===== src/rtl/ux607_qspi_phy.sv =====
// QSPI PHY: serialises one frame byte per transfer onto SCK/DQ (single/dual/quad)
// and sequences chip-select with programmable setup and hold delays.
module ux607_qspi_phy (
    input  logic        clock,
    input  logic        reset,
    output logic        io_link_tx_ready,
    input  logic        io_link_tx_valid,
    input  logic [7:0]  io_link_tx_bits,
    output logic        io_link_rx_valid,
    output logic [7:0]  io_link_rx_bits,
    input  logic [7:0]  io_link_cnt,
    input  logic [1:0]  io_link_fmt_proto,
    input  logic        io_link_fmt_endian,
    input  logic        io_link_fmt_iodir,
    input  logic        io_link_cs_set,
    input  logic        io_link_cs_clear,
    input  logic        io_link_cs_hold,
    output logic        io_link_active,
    input  logic        io_link_lock,
    input  logic [11:0] io_ctrl_sck_div,
    input  logic        io_ctrl_sck_pol,
    input  logic        io_ctrl_sck_pha,
    input  logic [7:0]  io_ctrl_dla_cssck,
    input  logic [7:0]  io_ctrl_dla_sckcs,
    output logic        io_port_sck,
    output logic        io_port_cs,
    output logic [3:0]  io_port_dq_o,
    output logic [3:0]  io_port_dq_oe,
    input  logic [3:0]  io_port_dq_i
);

    typedef enum logic [2:0] {
        S_IDLE    = 3'd0,
        S_CSSETUP = 3'd1,
        S_XFER    = 3'd2,
        S_HOLD    = 3'd3,
        S_SCKCS   = 3'd4
    } state_t;

    function automatic logic [3:0] lanes_out(input logic [7:0] sh, input logic [1:0] proto,
                                             input logic endian);
        logic [3:0] v;
        case (proto)
            2'd1:    v = endian ? {2'b00, sh[1:0]} : {2'b00, sh[7:6]};
            2'd2:    v = endian ? sh[3:0] : sh[7:4];
            default: v = endian ? {3'b000, sh[0]} : {3'b000, sh[7]};
        endcase
        return v;
    endfunction

    function automatic logic [7:0] shift_sh(input logic [7:0] sh, input logic [1:0] proto,
                                            input logic endian);
        logic [7:0] v;
        case (proto)
            2'd1:    v = endian ? {2'b00, sh[7:2]} : {sh[5:0], 2'b00};
            2'd2:    v = endian ? {4'h0, sh[7:4]} : {sh[3:0], 4'h0};
            default: v = endian ? {1'b0, sh[7:1]} : {sh[6:0], 1'b0};
        endcase
        return v;
    endfunction

    // Single protocol always listens on dq[1] (MISO) while dq[0] drives.
    function automatic logic [7:0] capture_sh(input logic [7:0] sh, input logic [3:0] dq,
                                              input logic [1:0] proto, input logic endian);
        logic [7:0] v;
        case (proto)
            2'd1:    v = endian ? {dq[1:0], sh[5:0]} : {sh[7:2], dq[1:0]};
            2'd2:    v = endian ? {dq, sh[3:0]} : {sh[7:4], dq};
            default: v = endian ? {dq[1], sh[6:0]} : {sh[7:1], dq[1]};
        endcase
        return v;
    endfunction

    function automatic logic [3:0] lanes_oe(input logic [1:0] proto, input logic iodir);
        logic [3:0] v;
        case (proto)
            2'd1:    v = iodir ? 4'b0011 : 4'b0000;
            2'd2:    v = iodir ? 4'b1111 : 4'b0000;
            default: v = 4'b0001;
        endcase
        return v;
    endfunction

    state_t      state_q, state_d;
    logic [11:0] div_cnt_q, div_cnt_d;
    logic [8:0]  edge_q, edge_d;
    logic [7:0]  sh_q, sh_d;
    logic [7:0]  cnt_q, cnt_d;
    logic [1:0]  proto_q, proto_d;
    logic        endian_q, endian_d;
    logic        iodir_q, iodir_d;
    logic        csmode_q, csmode_d;
    logic        clr_pend_q, clr_pend_d;
    logic        cs_q, cs_d;
    logic        sck_q, sck_d;
    logic        rx_valid_q, rx_valid_d;
    logic [7:0]  rx_bits_q, rx_bits_d;
    logic        tx_ready_q, tx_ready_d;
    logic        busy_q, busy_d;
    logic [3:0]  dq_o_q, dq_o_d;
    logic [3:0]  dq_oe_q, dq_oe_d;

    logic        fire_s;
    logic        release_s;
    logic        tick_s;
    logic        last_s;
    logic        cap_s;
    logic        shf_s;
    logic [8:0]  edge_n_s;
    logic [7:0]  cnt_eff_s;

    // Next-state and next-output computation for the whole PHY.
    always_comb begin
        state_d    = state_q;
        div_cnt_d  = div_cnt_q;
        edge_d     = edge_q;
        sh_d       = sh_q;
        cnt_d      = cnt_q;
        proto_d    = proto_q;
        endian_d   = endian_q;
        iodir_d    = iodir_q;
        csmode_d   = csmode_q;
        cs_d       = cs_q;
        sck_d      = io_ctrl_sck_pol;
        rx_valid_d = 1'b0;
        rx_bits_d  = rx_bits_q;
        clr_pend_d = clr_pend_q | io_link_cs_clear;

        fire_s    = io_link_tx_valid & tx_ready_q;
        release_s = (clr_pend_q | io_link_cs_clear) & ~io_link_cs_hold;
        tick_s    = (div_cnt_q == io_ctrl_sck_div);
        edge_n_s  = edge_q + 9'd1;
        cnt_eff_s = (cnt_q == 8'd0) ? 8'd1 : cnt_q;
        last_s    = (edge_n_s == {cnt_eff_s, 1'b0});
        if (io_ctrl_sck_pha) begin
            cap_s = ~edge_n_s[0];
            shf_s = edge_n_s[0] & (edge_n_s >= 9'd3);
        end else begin
            cap_s = edge_n_s[0];
            shf_s = ~edge_n_s[0] & ~last_s;
        end

        if (fire_s) begin
            sh_d     = io_link_tx_bits;
            cnt_d    = io_link_cnt;
            proto_d  = io_link_fmt_proto;
            endian_d = io_link_fmt_endian;
            iodir_d  = io_link_fmt_iodir;
        end else begin
            sh_d = sh_q;
        end

        case (state_q)
            S_IDLE: begin
                if (fire_s) begin
                    div_cnt_d = 12'd0;
                    edge_d    = 9'd0;
                    csmode_d  = io_link_cs_set;
                    if (io_link_cs_set) begin
                        state_d = S_CSSETUP;
                        cs_d    = 1'b0;
                    end else begin
                        state_d = S_XFER;
                    end
                end else begin
                    state_d = S_IDLE;
                end
            end
            S_CSSETUP: begin
                if (div_cnt_q == {4'h0, io_ctrl_dla_cssck}) begin
                    state_d   = S_XFER;
                    div_cnt_d = 12'd0;
                end else begin
                    div_cnt_d = div_cnt_q + 12'd1;
                end
            end
            S_XFER: begin
                sck_d = sck_q;
                if (tick_s) begin
                    div_cnt_d = 12'd0;
                    edge_d    = edge_n_s;
                    sck_d     = ~sck_q;
                    if (cap_s) begin
                        sh_d = capture_sh(sh_q, io_port_dq_i, proto_q, endian_q);
                    end else if (shf_s) begin
                        sh_d = shift_sh(sh_q, proto_q, endian_q);
                    end else begin
                        sh_d = sh_q;
                    end
                    if (last_s) begin
                        sck_d      = io_ctrl_sck_pol;
                        rx_valid_d = 1'b1;
                        rx_bits_d  = sh_d;
                        if (release_s) begin
                            state_d = S_SCKCS;
                        end else if (csmode_q) begin
                            state_d = S_HOLD;
                        end else begin
                            state_d = S_IDLE;
                        end
                    end else begin
                        state_d = S_XFER;
                    end
                end else begin
                    div_cnt_d = div_cnt_q + 12'd1;
                end
            end
            S_HOLD: begin
                if (fire_s) begin
                    state_d   = S_XFER;
                    div_cnt_d = 12'd0;
                    edge_d    = 9'd0;
                    csmode_d  = 1'b1;
                end else if (release_s) begin
                    state_d   = S_SCKCS;
                    div_cnt_d = 12'd0;
                end else begin
                    state_d = S_HOLD;
                end
            end
            S_SCKCS: begin
                if (div_cnt_q == {4'h0, io_ctrl_dla_sckcs}) begin
                    state_d = S_IDLE;
                    cs_d    = 1'b1;
                end else begin
                    div_cnt_d = div_cnt_q + 12'd1;
                end
            end
            default: begin
                state_d = S_IDLE;
                cs_d    = 1'b1;
            end
        endcase

        if ((state_d == S_IDLE) && (state_q != S_IDLE)) begin
            clr_pend_d = 1'b0;
        end else begin
            clr_pend_d = clr_pend_d;
        end

        tx_ready_d = (state_d == S_IDLE) || (state_d == S_HOLD);
        busy_d     = (state_d != S_IDLE);
        if ((state_d == S_XFER) || (state_d == S_HOLD)) begin
            dq_o_d  = lanes_out(sh_d, proto_d, endian_d);
            dq_oe_d = lanes_oe(proto_d, iodir_d);
        end else begin
            dq_o_d  = 4'h0;
            dq_oe_d = 4'h0;
        end
    end

    // State and registered outputs.
    always_ff @(posedge clock or posedge reset) begin
        if (reset) begin
            state_q    <= S_IDLE;
            div_cnt_q  <= 12'd0;
            edge_q     <= 9'd0;
            sh_q       <= 8'h00;
            cnt_q      <= 8'h00;
            proto_q    <= 2'd0;
            endian_q   <= 1'b0;
            iodir_q    <= 1'b0;
            csmode_q   <= 1'b0;
            clr_pend_q <= 1'b0;
            cs_q       <= 1'b1;
            sck_q      <= 1'b0;
            rx_valid_q <= 1'b0;
            rx_bits_q  <= 8'h00;
            tx_ready_q <= 1'b1;
            busy_q     <= 1'b0;
            dq_o_q     <= 4'h0;
            dq_oe_q    <= 4'h0;
        end else begin
            state_q    <= state_d;
            div_cnt_q  <= div_cnt_d;
            edge_q     <= edge_d;
            sh_q       <= sh_d;
            cnt_q      <= cnt_d;
            proto_q    <= proto_d;
            endian_q   <= endian_d;
            iodir_q    <= iodir_d;
            csmode_q   <= csmode_d;
            clr_pend_q <= clr_pend_d;
            cs_q       <= cs_d;
            sck_q      <= sck_d;
            rx_valid_q <= rx_valid_d;
            rx_bits_q  <= rx_bits_d;
            tx_ready_q <= tx_ready_d;
            busy_q     <= busy_d;
            dq_o_q     <= dq_o_d;
            dq_oe_q    <= dq_oe_d;
        end
    end

    assign io_link_tx_ready = tx_ready_q;
    assign io_link_rx_valid = rx_valid_q;
    assign io_link_rx_bits  = rx_bits_q;
    assign io_link_active   = busy_q | io_link_lock;
    assign io_port_sck      = sck_q;
    assign io_port_cs       = cs_q;
    assign io_port_dq_o     = dq_o_q;
    assign io_port_dq_oe    = dq_oe_q;

endmodule


===== config.mk =====
export PLATFORM = sky130hd
export DESIGN_NAME = ux607_qspi_phy
export DESIGN_NICKNAME = d
export VERILOG_FILES = /design/src/rtl/ux607_qspi_phy.sv
export SDC_FILE = /design/constraint.sdc
export NUM_CORES = 1
export LEC_CHECK = 0
export CAP_MARGIN = 0
export CORE_UTILIZATION = 49
export CTS_CLUSTER_DIAMETER = 60
export DETAILED_ROUTE_END_ITERATION = 10
export PLACE_DENSITY = 0.84
export SLEW_MARGIN = 15
export SYNTH_ARGS = -nofsm -noshare
export SYNTH_HDL_FRONTEND = slang
export SYNTH_SLANG_ARGS = --single-unit

===== constraint.sdc =====
create_clock -name clock -period 2.7 [get_ports clock]
set_input_delay 0.54 -clock clock [delete_from_list [all_inputs] [get_ports clock]]
set_output_delay 0.54 -clock clock [all_outputs]
set_load 0.03 [all_outputs]

Word-level counts from Yosys, hierarchy flattened
Cells that the tools add are included.

cells by class
  $add $sub $neg = 2
  $lt $le $gt $ge = 1
  equality and inequality tests = 22
  muxes and demuxes = 63
  bitwise gates (word level) = 11
  reduce and logical (&&, ||, !) cells = 18

operator list
  operator                                             count
  two-way mux 8 bit                                    12
  two-way mux 12 bit                                   6
  one-hot mux 12 bit (5 select lines)                  1
  one-hot mux 8 bit (2 select lines)                   2
  == test 12 x 8 -> 1 bit                              2
  two-way mux 3 bit                                    8
  two-way mux 9 bit                                    2
  one-hot mux 9 bit (2 select lines)                   1
  two-way mux 1 bit                                    17
  two-way mux 4 bit                                    4
  one-hot mux 4 bit (2 select lines)                   2
  one-hot mux 3 bit (5 select lines)                   1
  adder 12 x 1 -> 12 bit, second input constant        1
  == test 12 bit                                       1
  == test 3 x 2 -> 1 bit, second input constant        4
  inequality test 2 bit, second input constant         6
  two-way mux 2 bit                                    5
  adder 9 x 1 -> 9 bit, second input constant          1
  == test 9 bit                                        1
  >= comparator 9 x 2 -> 1 bit, second input constant  1
  AND reduction 3 bit                                  3
  logical NOT 8 bit                                    1
  AND reduction 4 bit                                  2
  logical NOT 3 bit                                    2
  18 further kinds                                     31

storage, ports and cells
  register bits after elaboration = 67
  input bits = 61
  output and inout bits = 21
  logic and storage cells = 135

Logic depth before layout (Yosys ltp)
Gate-level depths: netlist of the first run.

  depth after elaboration = 13
  mapped depth = 13
  gate-level depth less buffers = 11

Worst setup path before layout of the first run
No wires, ideal clock.

  path kind = register to register
  from = register edge_q[0]
  to = register dq_o_q[3], in the netlist io_port_dq_o[3]
  setup time = 111 ps
  data arrival time = 2,767 ps
  data required time = 2,589 ps
  slack = -178 ps
  stages on the path, launching flop included = 13
  buffers on the path = 1
  clock period less this slack = 2,878 ps
  cell sequence = dfrtp_1 > buf_2 > inv_1 > ha_1 > or4b_1 > a21oi_1 > o22ai_1 > nor2_4 > mux2i_1 > o31ai_1 > o31ai_4 > nor2_1 > a2111oi_2

between the ends
  cells in the longest elaborated chain, start to end = 12
  elaborated cells between the ends (all ways) = 22
  those cells by class = add/sub: 1; order compare: 1; eq/ne: 3; mux: 12; bitwise: 4; reduce/logical: 1

RTL lines
  item                                                                  line  RTL
  start: declaration                                                    86    logic [8:0] edge_q, edge_d;
  start signal: assignment                                              276   edge_q <= edge_d;
  adder 9 x 1 -> 9 bit (*)                                              132   edge_n_s = edge_q + 9'd1;
  branches (longest 5 deep; another with >= comparator 9 x 2 -> 1 bit)  n/a
  two-way mux 8 bit (*)                                                 183   if (cap_s) begin
  two-way mux 8 bit (*)                                                 179   if (tick_s) begin
  two-way mux 8 bit (*)                                                 153   case (state_q)
  named net sh_d[7]                                                     87    logic [7:0] sh_q, sh_d;
  two-way mux 4 bit (*)                                                 45    2'd2: v = endian ? sh[3:0] : sh[7:4];
  one-hot mux 4 bit (2 select lines) (*)                                43    case (proto)
  two-way mux 4 bit (*)                                                 243   if ((state_d == S_XFER) || (state_d == S_HOLD)) begin
  named net dq_o_d[3]                                                   100   logic [3:0] dq_o_q, dq_o_d;
  end signal: assignment                                                290   dq_o_q <= dq_o_d;
  end: declaration                                                      100

Mark *: on every way through the listed nets, which the timed path passes.
A chain may end at the register's enable or synchronous reset.

Worst setup path in the final report of the first run
Same ends and word-level chain as after synthesis.

==> summary.md, run 1 <==
| Metric | Value |
|---|---|
| Number of library cell types mapped by synthesis | 80 |
| Fillers | 717 |
| Share of layout cells above drive strength 1 | 0.227 |
| VDD IR max | 0.678 mV |
| Total track usage | 0.305 |
| CP Max Fanout | 5 |
| Initial drt markers | 563 |
| Slew Limit Headroom | 0.487 |
| # setup viols final | 8 |
| Drt pass-1 iters | 6 |
| ANT nets after route | 0 |
| Vias | 5344 |
| PD cells | 887 nW/um2 |
| TritonCTS Buffers | 9 |
| HPWL after DPL | 11.3 mm |
| LEAKAGE | 2.95 nW |
| FMAX | 0.347 GHz |
| Hold WC Path Type | input pin to async pin |
| Final worst slack | -0.180 ns |
| N_diodes | 0 |
| Setup Skew | 0.00867 ns |
| Register area share after synthesis | 0.334 |
| FP Rows | 36 |
| WL/cell | 18.6 um |
| Root buffer cell | clkbuf_8 |
| Syn Area/Cell | 8.31 um2 |
| Fin cells | 870 |
| Slew @ Worst Pin | 0.768 ns |
| Initial Util | 0.506 |
| Vias in the first global route | 5065 |
| CTS H-tree depth | 3 |
| Synthesized area | 4950 um2 |
| Ys Warns | 0 |
| Post-Syn Instances | 595 |
| Failing checks | setup timing |
| PortBufs | 81 |
| First-pass GRT wire length | 24.6 mm |
| Grt total ovfl | 0 |
| Cell count after placement | 846 |
| Critical Path AT | 3.12 ns |
| Final Routed Wirelength | 16.1 mm |
| EDFF count, synth | 0 |
| Largest net degree at the start of global routing | 43 |
| Drt via density | 6.14 |
| Final hold vios | 0 |
| Minimum clock period | 2.88 ns |
| Layout Nets | 800 |
| Register bit total from synthesis | 66 |
| Crit Path Class | flop to flop |
| Worst-path clk slew | 0.07 ns |
| Residual DRC | 0 |
| Worst-Skew Late Latency | 0.35 ns |
| Setup crit start kind | flop |
| CP Data Required Time | 2.94 ns |
| Net count after synthesis | 663 |
| Final Cycle Share | 1.07 |
| Synth Flop Type | dfrtp_1 |
| Routability Congestion | 0.926 |
| Top-level port count | 82 |
| CTS Buffer Depth | 2 |
| Setup TNS | -0.819 ns |
| Clock Sinks | 66 |
| Initial antenna violation count | 0 |
| Width of the die | 102 um |
| Die span in y | 102 um |
| Outcome | finished with violations |
| Hold-fix buffers, CTS | 0 |
| Critical Path Sink Type | flop |
| Clock tree from TritonCTS | yes |
| Synth-to-layout area growth | 39.3% |
| Pins Over Slew Limit | 0 |
| Core ar. | 9770 um2 |
| RSZ-0062 raised after global routing | true |
| Max Cap Violations | 0 |
| Ys async rst share | 1.00 |
| DIE AREA | 10500 um2 |
metal layers:
metal,track usage,part of all wire,vias up
met1,0.379,0.39,2517
met4,0.155,0.040,0
met5,0,0,-
li1,-,-,2409
met2,0.511,0.48,333
met3,0.0486,0.089,85
what timing repair did:
action	CTS	global route
setup buffers	1	5
gates resized for setup	16	28
setup endpoints to repair	14	15
pin swaps	5	12
gates cloned	1	1
flip-flops by register name, summed over array words and instances (netlist names):
name              count
busy_q                1
clr_pend_q            1
cnt_q                 8
csmode_q              1
div_cnt_q            12
edge_q                9
endian_q              1
io_link_rx_bits       8
io_link_rx_valid      1
io_link_tx_ready      1
io_port_cs            1
io_port_dq_o          4
io_port_dq_oe         3
io_port_sck           1
iodir_q               1
proto_q               2
sh_q                  8
state_q               3
power by group:
group / internal, mW / switching, mW
sequential: 1.26 / 0.437
clock: 0.478 / 0.390
combinational: 1.56 / 2.00
kinds of logic (layout without fill, tap and decap cells):
kind of cell / Yosys count / in the layout / synth area share
simple gates: 240 / 242 / 0.245
compound gates: 149 / 149 / 0.215
flops: 66 / 66 / 0.334
buf+inv: 64 / 204 / 0.0541
xor+xnor: 46 / 46 / 0.0842
mux: 23 / 23 / 0.0498
fa+ha+maj: 7 / 7 / 0.0177
worst max-delay path, stage by stage (launching register included):
cell	delay (ns)
dfrtp_2	0.44
clkinvlp_4	0.14
ha_4	0.28
or4b_4	0.47
a21oi_4	0.16
o22ai_4	0.10
nor2_4	0.21
mux2i_1	0.26
o31ai_2	0.16
o31ai_4	0.26
nor2_1	0.09
a2111oi_2	0.19
Yosys cell counts (3+ instances only):
cell	instances	area [um2]
nand2_1	89	334
dfrtp_1	64	1600
nor2_1	43	161
o21ai_0	39	195
clkbuf_1	28	105
a21oi_1	25	125
xnor2_1	23	201
inv_1	22	82.6
xor2_1	22	193
nand3_1	20	100
mux2i_1	13	130
nand4_1	11	68.8
nor2b_1	11	68.8
nor3_1	10	50.1
nor4_1	10	62.6
a31oi_1	8	50.1
mux2_2	8	90.1
a21boi_0	7	52.6
buf_2	7	35.0
ha_1	7	87.6
a221oi_1	6	52.6
a22oi_1	6	45.0
and2_1	6	37.5
and3_1	6	37.5
nand2b_1	6	37.5
a22o_1	5	43.8
o22ai_1	5	31.3
or2_2	5	31.3
o31ai_1	4	30.0
and4_1	3	26.3
buf_1	3	11.3
buf_4	3	22.5
nand3b_1	3	22.5
o21a_1	3	22.5
o41ai_1	3	26.3
or3_1	3	18.8
through the flow:
stage | utilization | total power, mW | setup WS (ns) | area [um2] | hold WS [ns]
2_1_floorplan | - | 3.69 | -0.0717 | 4990 | 0.446
3_3_place_gp | 0.658 | 4.83 | -0.117 | 6430 | 0.460
3_5_place_dp | 0.658 | 4.93 | -0.231 | 6430 | 0.483
4_1_cts | 0.687 | 5.86 | -0.0941 | 6720 | 0.438
5_1_grt | 0.705 | 6.44 | -0.252 | 6890 | 0.469
6_report | 0.705 | 6.12 | -0.180 | 6890 | 0.439
area by class of cell:
class                      instances  area, um2  share of cell area
clock buffer                      14        163              0.0236
tap                              133        166              0.0241
multi-input combinational        467       3250               0.472
inverter                          22       86.3              0.0125
sequential                        66       1660               0.241
timing repair buffer             166       1530               0.222
clock inverter                     2       35.0             0.00508
path summary, 6_finish.rpt:
check                              startpoint                 end  slack (ns)  cells after the start
min in group clock         io_link_rx_bits[0]  io_link_rx_bits[0]        0.50                      1
setup reg to reg                    edge_q[0]     io_port_dq_o[3]       -0.18                     11
setup / recovery                    edge_q[0]     io_port_dq_o[3]       -0.18                     11
max in group asynchronous               reset          io_port_cs        1.69                      3
hold / removal                          reset        div_cnt_q[1]        0.44                      2
hold reg to reg            io_link_rx_bits[0]  io_link_rx_bits[0]        0.50                      1
cell usage in the layout, fill, tap and decap left out, drive strengths merged, types with 14 or more instances in the layout:
master,netlist,routed
clkbuf,28,14
a21oi,25,25
clkdlybuf4s50,0,81
nor2,44,45
inv,22,21
xor2,22,22
nand3,21,22
nand2,89,89
dfrtp,64,64
buf,14,85
xnor2,23,23
o21ai,42,42
(Power assumes the default switching activity.)
==> inputs of run 2 (changes only) <==
- CORE_UTILIZATION: 49 -> 55
- CTS_BUF_LIST: unset -> sky130_fd_sc_hd__clkbuf_8 sky130_fd_sc_hd__clkbuf_16
- PLACE_DENSITY: 0.84 -> 0.89
- clock period: 2.7 -> 2.9 ns (I/O delays scaled with it)
==> run 2 against run 1 <==
Compared with the run above:
- the run still ends with setup timing left
- worst hold slack improved by 0.048 ns
- combinational power fell by 12%
- critical endpoint is now io_port_dq_o[0]
- first-iteration DRC count up 21%
- worst setup slack better by 0.14 ns
- die area shrank 11%
- sequential share of layout area rose by 1.8 points
- sequential power decreased by 7%
- design area decreased by 6.9%
- clock skew up 0.0097 ns
- largest power group unchanged
==> summary.md, run 2 (synthesis gave the netlist of run 1 again) <==
| Metric | Value |
|---|---|
| # setup viols final | 1 (was 8) |
| Outcome | finished with violations (unchanged) |
| Met3 Track Usage GR | 0.0470 (was 0.0486) |
| Final Cycle Share | 1.02 (was 1.07) |
| VDD IR max | 0.592 mV (was 0.678 mV) |
| Hold-fix buffers, CTS | 0 (unchanged) |
| Share of layout cells above drive strength 1 | 0.178 (was 0.227) |
| Crit-path slowest cell | dfrtp_2 (was or4b_4) |
| Vias | 5236 (was 5344) |
| Routability Congestion | 0.986 (was 0.926) |
| Initial antenna violation count | 0 (unchanged) |
| N_diodes | 0 (unchanged) |
| Sum of buffers and inverters on the critical path | 0 (was 1) |
| Place WS | -0.0464 ns (was -0.231 ns) |
| Slew @ Worst Pin | 0.812 ns (was 0.768 ns) |
| RSZ-0062 raised after global routing | true (unchanged) |
| Minimum clock period | 2.94 ns (was 2.88 ns) |
| Worst-path clk slew | 0.09 ns (was 0.07 ns) |
| GRT busiest layer | met2 (unchanged) |
| Max Cap Violations | 0 (unchanged) |
| Residual DRC | 0 (unchanged) |
| Final Routed Wirelength | 15.4 mm (was 16.1 mm) |
| Core ar. | 8720 um2 (was 9770 um2) |
| Worst path cell trace | nand3_1 -> or2_4 -> a2111oi_4 -> nand3_4 -> mux2_4 -> o31ai_4 -> o221ai_1 -> a31oi_1 (was clkinvlp_4 -> ha_4 -> or4b_4 -> a21oi_4 -> o22ai_4 -> nor2_4 -> mux2i_1 -> o31ai_2 -> o31ai_4 -> nor2_1 -> a2111oi_2) |
| FP Rows | 34 (was 36) |
| First-pass GRT wire length | 23.7 mm (was 24.6 mm) |
| Grt total ovfl | 0 (unchanged) |
| WHS | 0.487 ns (was 0.439 ns) |
| CP top delay family | compound AO/OA/AOI/OAI gates (unchanged) |
| ANT nets after route | 0 (unchanged) |
| Drt via density | 6.45 (was 6.14) |
| Layout Nets | 767 (was 800) |
| Util after Layout | 0.736 (was 0.705) |
| CP Max Fanout | 11 (was 5) |
| Sequential Power Share | 0.294 (was 0.277) |
| Clock power share | 0.124 (was 0.142) |
| Critical Path AT | 3.22 ns (was 3.12 ns) |
| Fillers | 567 (was 717) |
| Initial Util | 0.567 (was 0.506) |
| TritonCTS Buffers | 9 (unchanged) |
| Setup Skew | 0.0184 ns (was 0.00867 ns) |
| Logic pwr share | 0.582 (was 0.581) |
| Most common cell after layout, fill and taps aside | nand2_1 (unchanged) |
| Reg with most FFs | div_cnt_q (unchanged) |
| Biggest regs | div_cnt_q: 12 flops, edge_q: 9 flops (unchanged) |
| Pins Over Slew Limit | 0 (unchanged) |
| CTS H-tree depth | 3 (unchanged) |
| Vias in the first global route | 4940 (was 5065) |
| Switching pwr | 2.58 mW (was 2.82 mW) |
| FMAX | 0.340 GHz (was 0.347 GHz) |
| Drt pass-1 iters | 5 (was 6) |
| Setup TNS | -0.0445 ns (was -0.819 ns) |
| Int Power | 2.78 mW (was 3.29 mW) |
| HPWL after DPL | 10.5 mm (was 11.3 mm) |
| PD cells | 836 nW/um2 (was 887 nW/um2) |
| Width of the die | 96.8 um (was 102 um) |
| Grt met2 use | 0.513 (was 0.511) |
| Root buffer cell | clkbuf_8 (unchanged) |
| WL/cell | 19.0 um (was 18.6 um) |
| Hold WC Path Type | flop to flop (was input pin to async pin) |
| Die span in y | 96.8 um (was 102 um) |
| DIE AREA | 9380 um2 (was 10500 um2) |
| CTS Buffer Depth | 2 (unchanged) |
| Synth-to-layout area growth | 29.7% (was 39.3%) |
| Critical Path Sink Type | flop (unchanged) |
| Setup crit start kind | flop (unchanged) |
| PortBufs | 81 (unchanged) |
| Total track usage | 0.310 (was 0.305) |
| Critical Path Max Stage Delay | 0.51 ns (was 0.47 ns) |
| Failing checks | setup timing (unchanged) |
| Commonest non-fill, non-tap cells in the layout | 89 x nand2_1, 81 x clkdlybuf4s50_1, 58 x dfrtp_1 (was 88 x nand2_1, 81 x clkdlybuf4s50_1, 78 x buf_4) |
| Largest net degree at the start of global routing | 31 (was 43) |
| Final hold vios | 0 (unchanged) |
| Clock tree from TritonCTS | yes (unchanged) |
| Clock Sinks | 66 (unchanged) |
| Largest register FFs | 12 (unchanged) |
| Initial drt markers | 679 (was 563) |
| Final worst slack | -0.0445 ns (was -0.180 ns) |
| GR Util met1 | 0.392 (was 0.379) |
| Top-level port count | 82 (unchanged) |
| Crit Path Class | flop to flop (unchanged) |
| Worst-Skew Late Latency | 0.36 ns (was 0.35 ns) |
| Slew Limit Headroom | 0.454 (was 0.487) |
| Sw Ratio | 0.481 (was 0.462) |
| LEAKAGE | 2.74 nW (was 2.95 nW) |
| CP Data Required Time | 3.17 ns (was 2.94 ns) |
-- run 2: worst register-to-register path, delay by kind of cell, from the launching register on --
family             cells  cell delay [ns]
AOI/OAI and AO/OA      4             1.24
and+or+nand+nor        3             0.74
DFF                    1             0.51
muxes                  1             0.37
-- run 2: layout make-up --
type	count	area, um2	share of cell area
multi-input cells	466	3160	0.492
repair buffers	134	1220	0.190
inverters	22	82.6	0.0129
well taps	108	135	0.0211
flip-flops and latches	66	1660	0.259
clock buffers	9	124	0.0193
clock inverters	7	31.3	0.00488
-- run 2: metrics by stage --
step / cells / cell area, um2 / total power, mW
floorplan: 595 / 4950 / 3.43
global placement: 779 / 5990 / 4.24
detailed placement: 779 / 5990 / 4.34
CTS: 802 / 6210 / 5.03
global route: 812 / 6410 / 5.67
finish: 812 / 6410 / 5.36
-- run 2: what timing repair did --
| item | in CTS | in global routing |
|---|---|---|
| gates resized for setup | 5 | 27 |
| pin swaps | 3 | 14 |
| setup buffers | 6 | 10 |
| endpoints found under the setup margin | 4 | 8 |
| gates cloned | 1 | 0 |
-- run 2: metal layers --
metal | share of wire | vias up
met1 | 0.38 | 2478
li1 | - | 2340
met5 | 0 | -
met3 | 0.089 | 78
met2 | 0.48 | 340
met4 | 0.050 | 0
-- run 2: worst paths after layout --
kind / start / to / slack [ns] / cells past startpoint
min in group asynchronous: reset / div_cnt_q[0] / 0.57 / 2
max in group asynchronous: reset / edge_q[6] / 1.67 / 3
max: edge_q[6] / io_port_dq_o[0] / -0.04 / 8
min reg2reg: io_port_cs / io_port_cs / 0.49 / 2
max reg2reg: edge_q[6] / io_port_dq_o[0] / -0.04 / 8
min: io_port_cs / io_port_cs / 0.49 / 2
-- run 2: power groups by stage --
stage | combinational [mW] | sequential (mW) | clock [mW]
floorplan | 1.99 | 1.44 | 0
global placement | 2.70 | 1.54 | 0
detailed placement | 2.79 | 1.55 | 0
CTS | 2.84 | 1.53 | 0.648
global route | 3.37 | 1.60 | 0.696
finish | 3.12 | 1.58 | 0.663
